## src/rtl/bin_window_gen.sv

```systemverilog
// Streaming 6x6 / stride-2 window generator for a 1-bit raster plane.
// Keeps the last six rows in a circular row store and emits one window per conv+pool output pixel.
module bin_window_gen #(
    parameter int IMG_W = 12,
    parameter int IMG_H = 12
) (
    input  logic                         clk,
    input  logic                         rst_n,
    input  logic                         pix_valid,
    output logic                         pix_ready,
    input  logic                         pix_in,
    input  logic                         pix_sof,
    output logic                         win_valid,
    input  logic                         win_ready,
    output logic                         window [0:35],
    output logic [$clog2(IMG_H/2)-1:0]   win_row,
    output logic [$clog2(IMG_W/2)-1:0]   win_col,
    output logic                         frame_done
);
    localparam int CW  = $clog2(IMG_W);
    localparam int RW  = $clog2(IMG_H);
    localparam int WRW = $clog2(IMG_H/2);
    localparam int WCW = $clog2(IMG_W/2);
    localparam logic [CW-1:0] LAST_COL = CW'(IMG_W - 1);
    localparam logic [RW-1:0] LAST_ROW = RW'(IMG_H - 1);

    logic [CW-1:0]    col, curCol;
    logic [RW-1:0]    row, curRow;
    logic [2:0]       slot, curSlot;
    logic [IMG_W-1:0] rowBuf [0:5];
    logic             accept;
    logic             trigger;
    logic             nextWin [0:35];

    // Slot holding the row that is 'offs' rows after the slot 'base' (mod 6).
    function automatic logic [2:0] slotOf(input logic [2:0] base, input int offs);
        int t;
        t = int'(base) + offs;
        if (t >= 6) t = t - 6;
        return 3'(t);
    endfunction

    assign pix_ready = !(win_valid && !win_ready);
    assign accept    = pix_valid && pix_ready;

    // A start-of-frame pixel is forced to (0,0) whatever the counters say.
    assign curCol  = pix_sof ? '0   : col;
    assign curRow  = pix_sof ? '0   : row;
    assign curSlot = pix_sof ? 3'd0 : slot;

    // row >= 5 with (row-5) even is the same as row >= 5 and row odd.
    assign trigger = accept && (curRow >= RW'(5)) && curRow[0]
                            && (curCol >= CW'(5)) && curCol[0];

    always_comb begin
        nextWin = '{default: 1'b0};
        for (int i = 0; i < 6; i++) begin
            for (int j = 0; j < 6; j++) begin
                nextWin[i*6+j] = rowBuf[slotOf(curSlot, i + 1)][curCol - CW'(5) + CW'(j)];
            end
        end
        nextWin[35] = pix_in;
    end

    always_ff @(posedge clk or negedge rst_n) begin
        if (!rst_n) begin
            col  <= '0;
            row  <= '0;
            slot <= '0;
            for (int i = 0; i < 6; i++) rowBuf[i] <= '0;
        end else if (accept) begin
            rowBuf[curSlot][curCol] <= pix_in;
            if (curCol == LAST_COL) begin
                col <= '0;
                if (curRow == LAST_ROW) begin
                    row  <= '0;
                    slot <= '0;
                end else begin
                    row  <= curRow + RW'(1);
                    slot <= (curSlot == 3'd5) ? 3'd0 : curSlot + 3'd1;
                end
            end else begin
                col  <= curCol + CW'(1);
                row  <= curRow;
                slot <= curSlot;
            end
        end
    end

    // Stride-2 spacing guarantees a trigger never lands on a still-pending window.
    always_ff @(posedge clk or negedge rst_n) begin
        if (!rst_n) begin
            win_valid  <= 1'b0;
            window     <= '{default: 1'b0};
            win_row    <= '0;
            win_col    <= '0;
            frame_done <= 1'b0;
        end else begin
            frame_done <= accept && (curRow == LAST_ROW) && (curCol == LAST_COL);
            if (trigger) begin
                win_valid <= 1'b1;
                window    <= nextWin;
                win_row   <= WRW'((curRow - RW'(5)) >> 1);
                win_col   <= WCW'((curCol - CW'(5)) >> 1);
            end else if (win_ready) begin
                win_valid <= 1'b0;
            end
        end
    end
endmodule

```

## config.mk

```make
export PLATFORM = sky130hd
export DESIGN_NAME = bin_window_gen
export DESIGN_NICKNAME = d
export VERILOG_FILES = /design/src/rtl/bin_window_gen.sv
export SDC_FILE = /design/constraint.sdc
export NUM_CORES = 1
export LEC_CHECK = 0
export ABC_AREA = 1
export CAP_MARGIN = 5
export CORE_AREA = 2 2 215 133
export DETAILED_ROUTE_END_ITERATION = 6
export DIE_AREA = 0 0 217 135
export PLACE_DENSITY = 0.66
export SLEW_MARGIN = 20
export SYNTH_ARGS = -nofsm -noshare
export SYNTH_HDL_FRONTEND = slang
export SYNTH_SLANG_ARGS = --single-unit
```

## constraint.sdc

```tcl
create_clock -name clk -period 4.3 [get_ports clk]
set_input_delay 0.645 -clock clk [delete_from_list [all_inputs] [get_ports clk]]
set_output_delay 0.645 -clock clk [all_outputs]
set_load 0.02 [all_outputs]
```

# [Word level (Yosys, flattened, before mapping)]
# Cells that the tools add are included.
[totals] regBits=127 output_inout_bits=45
[classes] magnitude_cmp=24 n_bitwise=7 add_sub_neg=22 muxes=110 n_reduce_logical=13 n_eq_ne=3
[ops] cell="$bmux W12 S3" n=6
[ops] cell="$mux W12" n=13
[ops] cell="$bmux W1 S4" n=35
[ops] cell="$bwmux W72" n=1
[ops] cell="$mux W1" n=38
[ops] cell="$demux W12 S3" n=1
[ops] cell="$lt A4 B5 Y1 const B" n=7
[ops] cell="$ge A4 B3 Y1 const B" n=8
[ops] cell="$mux W3" n=10
[ops] cell="$ge A4 B4 Y1 const B" n=7
[ops] cell="$not A3 Y4" n=7
[ops] cell="$mux W4" n=5
[ops] cell="$sub A3 B3 Y3 const B" n=6
[ops] cell="$add A3 B3 Y4 const B" n=3
[ops] cell="$add A4 B1 Y4 const B" n=3
[ops] cell="$logic_and A1 B1 Y1" n=10
[ops] cell="$add A3 B2 Y4 const B" n=2
[ops] cell="$add A4 B2 Y4 const B" n=2
[ops] cell="$add A4 B3 Y4 const B" n=2
[ops] cell="$eq A4 B4 Y1 const B" n=2
[ops] cell="$sub A4 B3 Y4 const B" n=2
[ops] cell="$add A3 B1 Y4 const B" n=1
[ops] cell="$demux W1 S4" n=1
[ops] cell="$ge A4 B1 Y1 const B" n=1
[ops] cell="other kinds (5)" n=6

# [Longest topological paths before layout]
# Gate-level depths: netlist (run 1).
[depth] depth_word=10 depth_mapped=20 mapped_depth_nobuf=17

# [Worst setup path before layout (run 1)]
# Ideal clock, no wire load.
[synth_timing] kind="input to register" from="input port pix_sof" to="register window[26] in the netlist's numbering" n_path_buf=4 path_slack_ns=0.800 arrival_ns=3.382 setup_time_ns=0.118 t_required_ns=4.182 cell_stages=16 cell_sequence="buf_6 > nor2_1 > inv_1 > clkbuf_1 > buf_1 > ha_1 > inv_2 > buf_1 > ha_1 > a21oi_1 > xnor2_1 > nor2_2 > o211ai_1 > nand2_1 > a21oi_1 > nor2_1"
[synth_between] elab_chain_cells=10 elab_cells_between_ends=21 cone_classes="4 x add/sub; 3 x order compare; 9 x mux; 1 x bitwise; 4 x reduce/logical"
[synth_lines] element="start, declared" line_no="12" text="input logic pix_sof,"
[synth_lines] element="$mux W3" line_no="49" text="assign curSlot = pix_sof ? 3'd0 : slot;"
[synth_lines] element="$add A3 B2 Y4" line_no="38" text="t = int'(base) + offs;"
[synth_lines] element="$ge A4 B3 Y1 or $sub A3 B3 Y3 (tied branches)" line_no="39" text="if (t >= 6) t = t - 6;"
[synth_lines] element="$mux W3" line_no="39"
[synth_lines] element="$not A3 Y4 (not written as such)" line_no="59" text="nextWin[i*6+j] = rowBuf[slotOf(curSlot, i + 1)][curCol - CW'(5) + CW'(j)];"
[synth_lines] element="$bmux W12 S3" line_no="59"
[synth_lines] element="$mux W12 (not written as such) (2 in series)" line_no="59"
[synth_lines] element="$bmux W1 S4" line_no="59"
[synth_lines] element="$mux W1 (not written as such)" line_no="59"
[synth_lines] element="end signal, assigned" line_no="102" text="window <= nextWin;"
[synth_lines] element="end, declared" line_no="15" text="output logic window [0:35],"
# Parallel ways exist; a longest one is shown, timed or not. The select of a mux whose other input is x is not followed.
# A chain may end at the register's enable or synchronous reset.

# [Worst setup path after layout (run 1)]
[layout_timing] from="input port pix_sof" to="register window[20] in the netlist's numbering"
# The elaborated chain is that of the path after synthesis.

==> results.yml, run 1 <==
status:
  status: "finished clean"
timing:
  setup_tns_ps: 0
  finalCriticalPeriod_ps: 3670
  fmax_ghz: 0.273
  clock_skew_ps: 13.2
  layout_setup_ws_ps: 634
  maxSlewHeadroom_pct: 35.1
  hold_viol: 0
  setup_viol: 0
  min_period_over_period_pct: 85.3
  rsz0062_at_grt: "false"
  tightest_slew_ps: 963
  slew_viol_final: 0
worst_setup_path:
  end_kind: "register"
  startpoint_type: "input pin"
  crit_path_start: "pix_sof"
  regToRegStartpoint: "slot[1]"
  crit_buf_inv: 5
  crit_path_max_incr_delay_ps: 610
  required_ps: 4680
  crit_chain: "clkdlybuf4s50_1 > inv_6 > nand2_4 > inv_1 > ha_1 > inv_1 > nand3_1 > inv_2 > a21oi_2 > nand3_1 > nand3_1 > nand2_1 > nand2_1 > nand3_1 > nand2_1 > nand2_1 > a21oi_1"
  worst-path-max-fanout: 18
  crit_type: "input pin to register"
  crit_arrival_ps: 4040
  critPathSlowestCell: "clkdlybuf4s50_1"
  path_delay_family: "simple AND/OR/NAND/NOR gates"
global_routing:
  grt-ovfl-total: 0
  antenna_found_initial: 0
  track_usage_pct: 30.6
  grt_pass1_vias: 11100
  grt_pass1_wl_mm: 67.4
  grt_max_degree: 83
layout:
  n_antenna_cell: 0
  syn_to_final_growth_pct: 13.4
  design_area_um2: 12200
  utilization_pct: 45.0
  final_nets: 1769
  fill_cells: 2891
  drive_gt1_share_pct: 7.83
place:
  place_ws_ps: 308
  port_buffers: 50
  gp_congestion: 1.00
  hpwl_mm: 33.6
  dpl-instance-area_um2: 11700
synth:
  ys_types: 44
  yosys_warnings: 0
  postSynthAreaPerCell_um2: 6.23
  syn_nets: 1749
  synth_most_common_cell: "nand2_1"
  synth_top_area_share_pct: 29.5
  synth_cells: 1730
  async_flop_share_pct: 100
  synth-main-ff-cell: "dfrtp_1"
  seq_area_frac_synth_pct: 29.5
  syn_area_um2: 10800
  synthTopCellsByCount: "nand2_1 (535), nand3_1 (331), dfrtp_1 (127)"
  synth_edf_count: 0
  synth_area_leaders: "dfrtp_1 (29%), nand2_1 (19%), nand3_1 (15%)"
  synth_top_cell_by_area: "dfrtp_1"
  ys_seq_elements: 127
routing:
  ant_nets: 0
  routed_wl_mm: 43.7
  drt-initial-drc-count: 1760
  via_per_inst: 5.81
  drcViolationCount: 0
  vias: 12400
  wl_per_cell_um: 20.5
  dr.pass1.iters: 6
floorplanning:
  chipWidth_um: 217
  die_area_um2: 29300
  io_pins: 51
  core_region_area_um2: 27200
  row_count: 47
  start_util_pct: 39.7
  fp.dieH_um: 135
clocking:
  clock_latency_ps: 460
  clkTransAtPathRegs_ps: 60
  cts_buffer_depth: 2
  cts_tree: "done"
  post_cts_buffers: 0
  clock_sinks: 127
  cts_max_level: 4
  cts_buffers: 17
  post_cts_resized: 0
  cts_root_buf: "clkbuf_16"
  hold_buffers: 0
power_and_ir_drop:
  power_leakage_nw: 5.91
  vdd_drop_max_mv: 0.187
  power.density_nw_per_um2: 317
worst_hold_path:
  hold_class: "input pin to async pin"
job:
  drv_cap: 0
## kinds of logic (layout without fill, tap and decap cells)
kind of cell             after synthesis  after routing  synth area share (%)
AND/OR/NAND/NOR                     1013           1013                  40.7
AO/OA/AOI/OAI                        327            327                  17.1
multiplexers                          16             16                  1.49
XOR/XNOR                               5              5                 0.580
buffers and inverters                229            261                  9.11
adder cells (fa/ha/maj)               13             13                  1.51
flip-flops                           127            127                  29.5
## through the flow
step / power [mW] / hold WS [ps] / cells
floorplan: 2.05 / 349 / 1730
global placement: 2.48 / 464 / 2098
global route: 4.06 / 145 / 2129
detailed placement: 2.49 / 466 / 2098
finish: 3.87 / 110 / 2129
CTS: 3.87 / 124 / 2129
## power breakdown
| part | switching [mW] | internal [mW] | leakage (nW) |
|---|---|---|---|
| Clock | 0.617 | 0.750 | 0.256 |
| Sequential | 0.0557 | 1.27 | 1.71 |
| Combinational | 0.823 | 0.358 | 3.95 |
| Total | 1.50 | 2.37 | 5.91 |
## final cells by class
type                    instances  area, um2  area share, %
clock buffers                  19        443           3.62
clock inverters                12       90.1          0.737
inverters                     126        478           3.91
multi-input cells            1374       6630           54.2
flip-flops and latches        127       3180           26.0
well taps                     367        459           3.76
repair buffers                104        945           7.73
## cell usage in the layout (no fill, tap or decap), types with 4 or more instances in the layout
cell type,instances
o21ai_0,94
nor2_1,103
dfrtp_1,127
buf_4,51
nor2_2,7
mux2i_1,16
o21ai_1,38
ha_1,13
nor2_4,4
nand3_1,331
nand2_4,6
inv_1,110
clkinv_4,4
a31oi_1,56
nand2_1,535
nor3_1,10
clkdlybuf4s50_1,49
clkbuf_16,17
o211ai_1,24
o21ai_2,5
a21oi_1,99
nand2_2,6
inv_2,12
## state kept, by name (all words and copies together) (netlist names)
signal      flops
rowBuf         72
col             4
frame_done      1
window         36
slot            3
win_row         3
win_col         3
row             4
win_valid       1
## metal layers
layer / up-vias / share of wire [%] / global-route usage (%)
met5: - / 0 / 0
met4: 0 / 1.5 / 7.12
met3: 52 / 12 / 8.81
met2: 600 / 40 / 42.3
met1: 5876 / 46 / 46.1
li1: 5846 / - / -
## worst paths after layout
| check | end | slack, ps | depth (start not counted) |
|---|---|---|---|
| worst min register to register | window[11] | 480 | 2 |
| worst min-delay path | rowBuf[12] | 110 | 1 |
| worst max register to register | window[20] | 1050 | 15 |
| worst max-delay path | window[20] | 630 | 17 |
| min in group clk | window[11] | 480 | 2 |
| max in group asynchronous | slot[2] | 3340 | 2 |
No activity file was read; power rests on OpenSTA's default activity.
==> run 2, diff against run 1 <==
--- a/config.mk
+++ b/config.mk
@@ -6,11 +6,11 @@
 export NUM_CORES = 1
 export LEC_CHECK = 0
 export ABC_AREA = 1
-export CAP_MARGIN = 5
-export CORE_AREA = 2 2 215 133
+export CAP_MARGIN = 20
+export CORE_AREA = 2 2 203 125
 export DETAILED_ROUTE_END_ITERATION = 6
-export DIE_AREA = 0 0 217 135
-export PLACE_DENSITY = 0.66
+export DIE_AREA = 0 0 205 127
+export PLACE_DENSITY = 0.72
 export SLEW_MARGIN = 20
 export SYNTH_ARGS = -nofsm -noshare
 export SYNTH_HDL_FRONTEND = slang
==> results.yml, run 2 (synthesized netlist as in run 1, its figures left out) <==
status:
  status: "finished clean"
worst_setup_path:
  r2r-end: "window[19]"
  required_ps: 4680
  crit_arrival_ps: 4090
  worst-path-max-fanout: 18
  startpoint_type: "input pin"
  regToRegStartpoint: "slot[1]"
  r2r_cells: 15
  r2r_setup_slack_ps: 1090
  end_kind: "register"
  crit_type: "input pin to register"
layout:
  syn_to_final_growth_pct: 13.4
  largest_reg_flops: 72
  regMostFlops: "rowBuf"
  fill_cells: 2469
  final_cell_mix: "nand2_1 (535), nand3_1 (331), dfrtp_1 (127)"
  final_nets: 1769
  seqCellArea_um2: 3180
  drive_gt1_share_pct: 7.94
  n_antenna_cell: 0
  layout_commonest_cell: "nand2_1"
  utilization_pct: 50.9
  multi_input_area_um2: 6630
  largest_registers: "rowBuf x72, window x36"
timing:
  fmax_ghz: 0.269
  slew_viol_final: 0
  setup_tns_ps: 0
  finalCriticalPeriod_ps: 3720
  tightest_slew_ps: 1100
  setup_viol: 0
  rsz0062_at_grt: "false"
  hold_viol: 0
  layout_setup_ws_ps: 585
  whs_ps: 158
  maxSlewHeadroom_pct: 26.4
  clock_skew_ps: 10.9
  min_period_over_period_pct: 86.4
place:
  place_ws_ps: 259
  gp_congestion: 1.03
  port_buffers: 50
  hpwl_mm: 31.8
floorplanning:
  io_pins: 51
  die_area_um2: 26000
  chipWidth_um: 205
  core_region_area_um2: 24000
  row_count: 44
  start_util_pct: 44.9
  fp.dieH_um: 127
routing:
  drcViolationCount: 0
  via_per_inst: 5.93
  dr.pass1.iters: 7
  routed_wl_mm: 41.9
  drt-initial-drc-count: 1950
  vias: 12400
  wl_per_cell_um: 20.1
  ant_nets: 0
clocking:
  cts_buffer_depth: 2
  cts_max_level: 4
  cts_tree: "done"
  cts_root_buf: "clkbuf_16"
  post_cts_resized: 0
  clock_latency_ps: 450
  clock_sinks: 127
  hold_buffers: 0
  clkTransAtPathRegs_ps: 70
  post_cts_buffers: 0
  cts_buffers: 17
job:
  drv_cap: 0
global_routing:
  grt_max_degree: 71
  track_usage_pct: 33.0
  antenna_found_initial: 0
  grt-ovfl-total: 0
  grt_pass1_vias: 11000
  grt_pass1_wl_mm: 65.0
power_and_ir_drop:
  vdd_drop_max_mv: 0.310
  power_leakage_nw: 5.95
  power.density_nw_per_um2: 332
worst_hold_path:
  hold_class: "input pin to async pin"
## run 2: cell types whose count changed in the layout (fill, tap and decap cells not counted), sizes merged
cell      change
clkinvlp      -2
clkbuf        -2
bufinv        +3
inv           +2
## run 2: cell type report
type | count | area share, %
inverters | 126 | 3.91
well taps | 322 | 3.30
clock inverters | 15 | 1.52
clock buffers | 17 | 3.48
repair buffers | 104 | 7.53
flip-flops and latches | 127 | 26.0
multi-input cells | 1374 | 54.3
## run 2: worst max path at each step
stage	start	to	slack [ps]	cells after the start
after global routing	pix_sof	window[19]	380	17
after CTS	pix_sof	window[19]	730	17
final	pix_sof	window[19]	580	17
after floorplan	pix_sof	window[26]	800	16
after detailed placement	pix_sof	window[19]	260	17
after global placement	pix_sof	window[4]	350	16
## run 2: report_power, final
part | switching, mW | total, mW | internal [mW]
Clock | 0.647 | 1.57 | 0.920
Sequential | 0.0564 | 1.32 | 1.27
Combinational | 0.812 | 1.17 | 0.358
## run 2: metrics by stage
| stage | power, mW | cell area [um2] | cells |
|---|---|---|---|
| 2_1_floorplan | 2.05 | 10800 | 1730 |
| 3_3_place_gp | 2.45 | 11600 | 2053 |
| 3_5_place_dp | 2.46 | 11600 | 2053 |
| 4_1_cts | 4.02 | 12200 | 2085 |
| 5_1_grt | 4.22 | 12200 | 2085 |
| 6_report | 4.06 | 12200 | 2085 |
## run 2: metal layers
layer	routed length [um]	GRT usage (%)	part of all wire, %	vias up
met4	943	9.99	2.2	0
met3	5560	10.9	13	83
met2	16600	44.9	40	695
li1	-	-	-	5835
met5	0	0	0	-
met1	18800	48.8	45	5761
## run 2: critical path, stage by stage
cell and delay (ps):
clkdlybuf4s50_1 690, inv_6 100, nand2_4 230, inv_1 100, ha_1 450, inv_1 160
nand3_1 160, inv_2 40, a21oi_2 490, nand3_1 210, nand3_1 130, nand2_1 120
o21ai_2 230, nand2_1 80, nand2_1 80, nor2_1 40, nor2_1 110
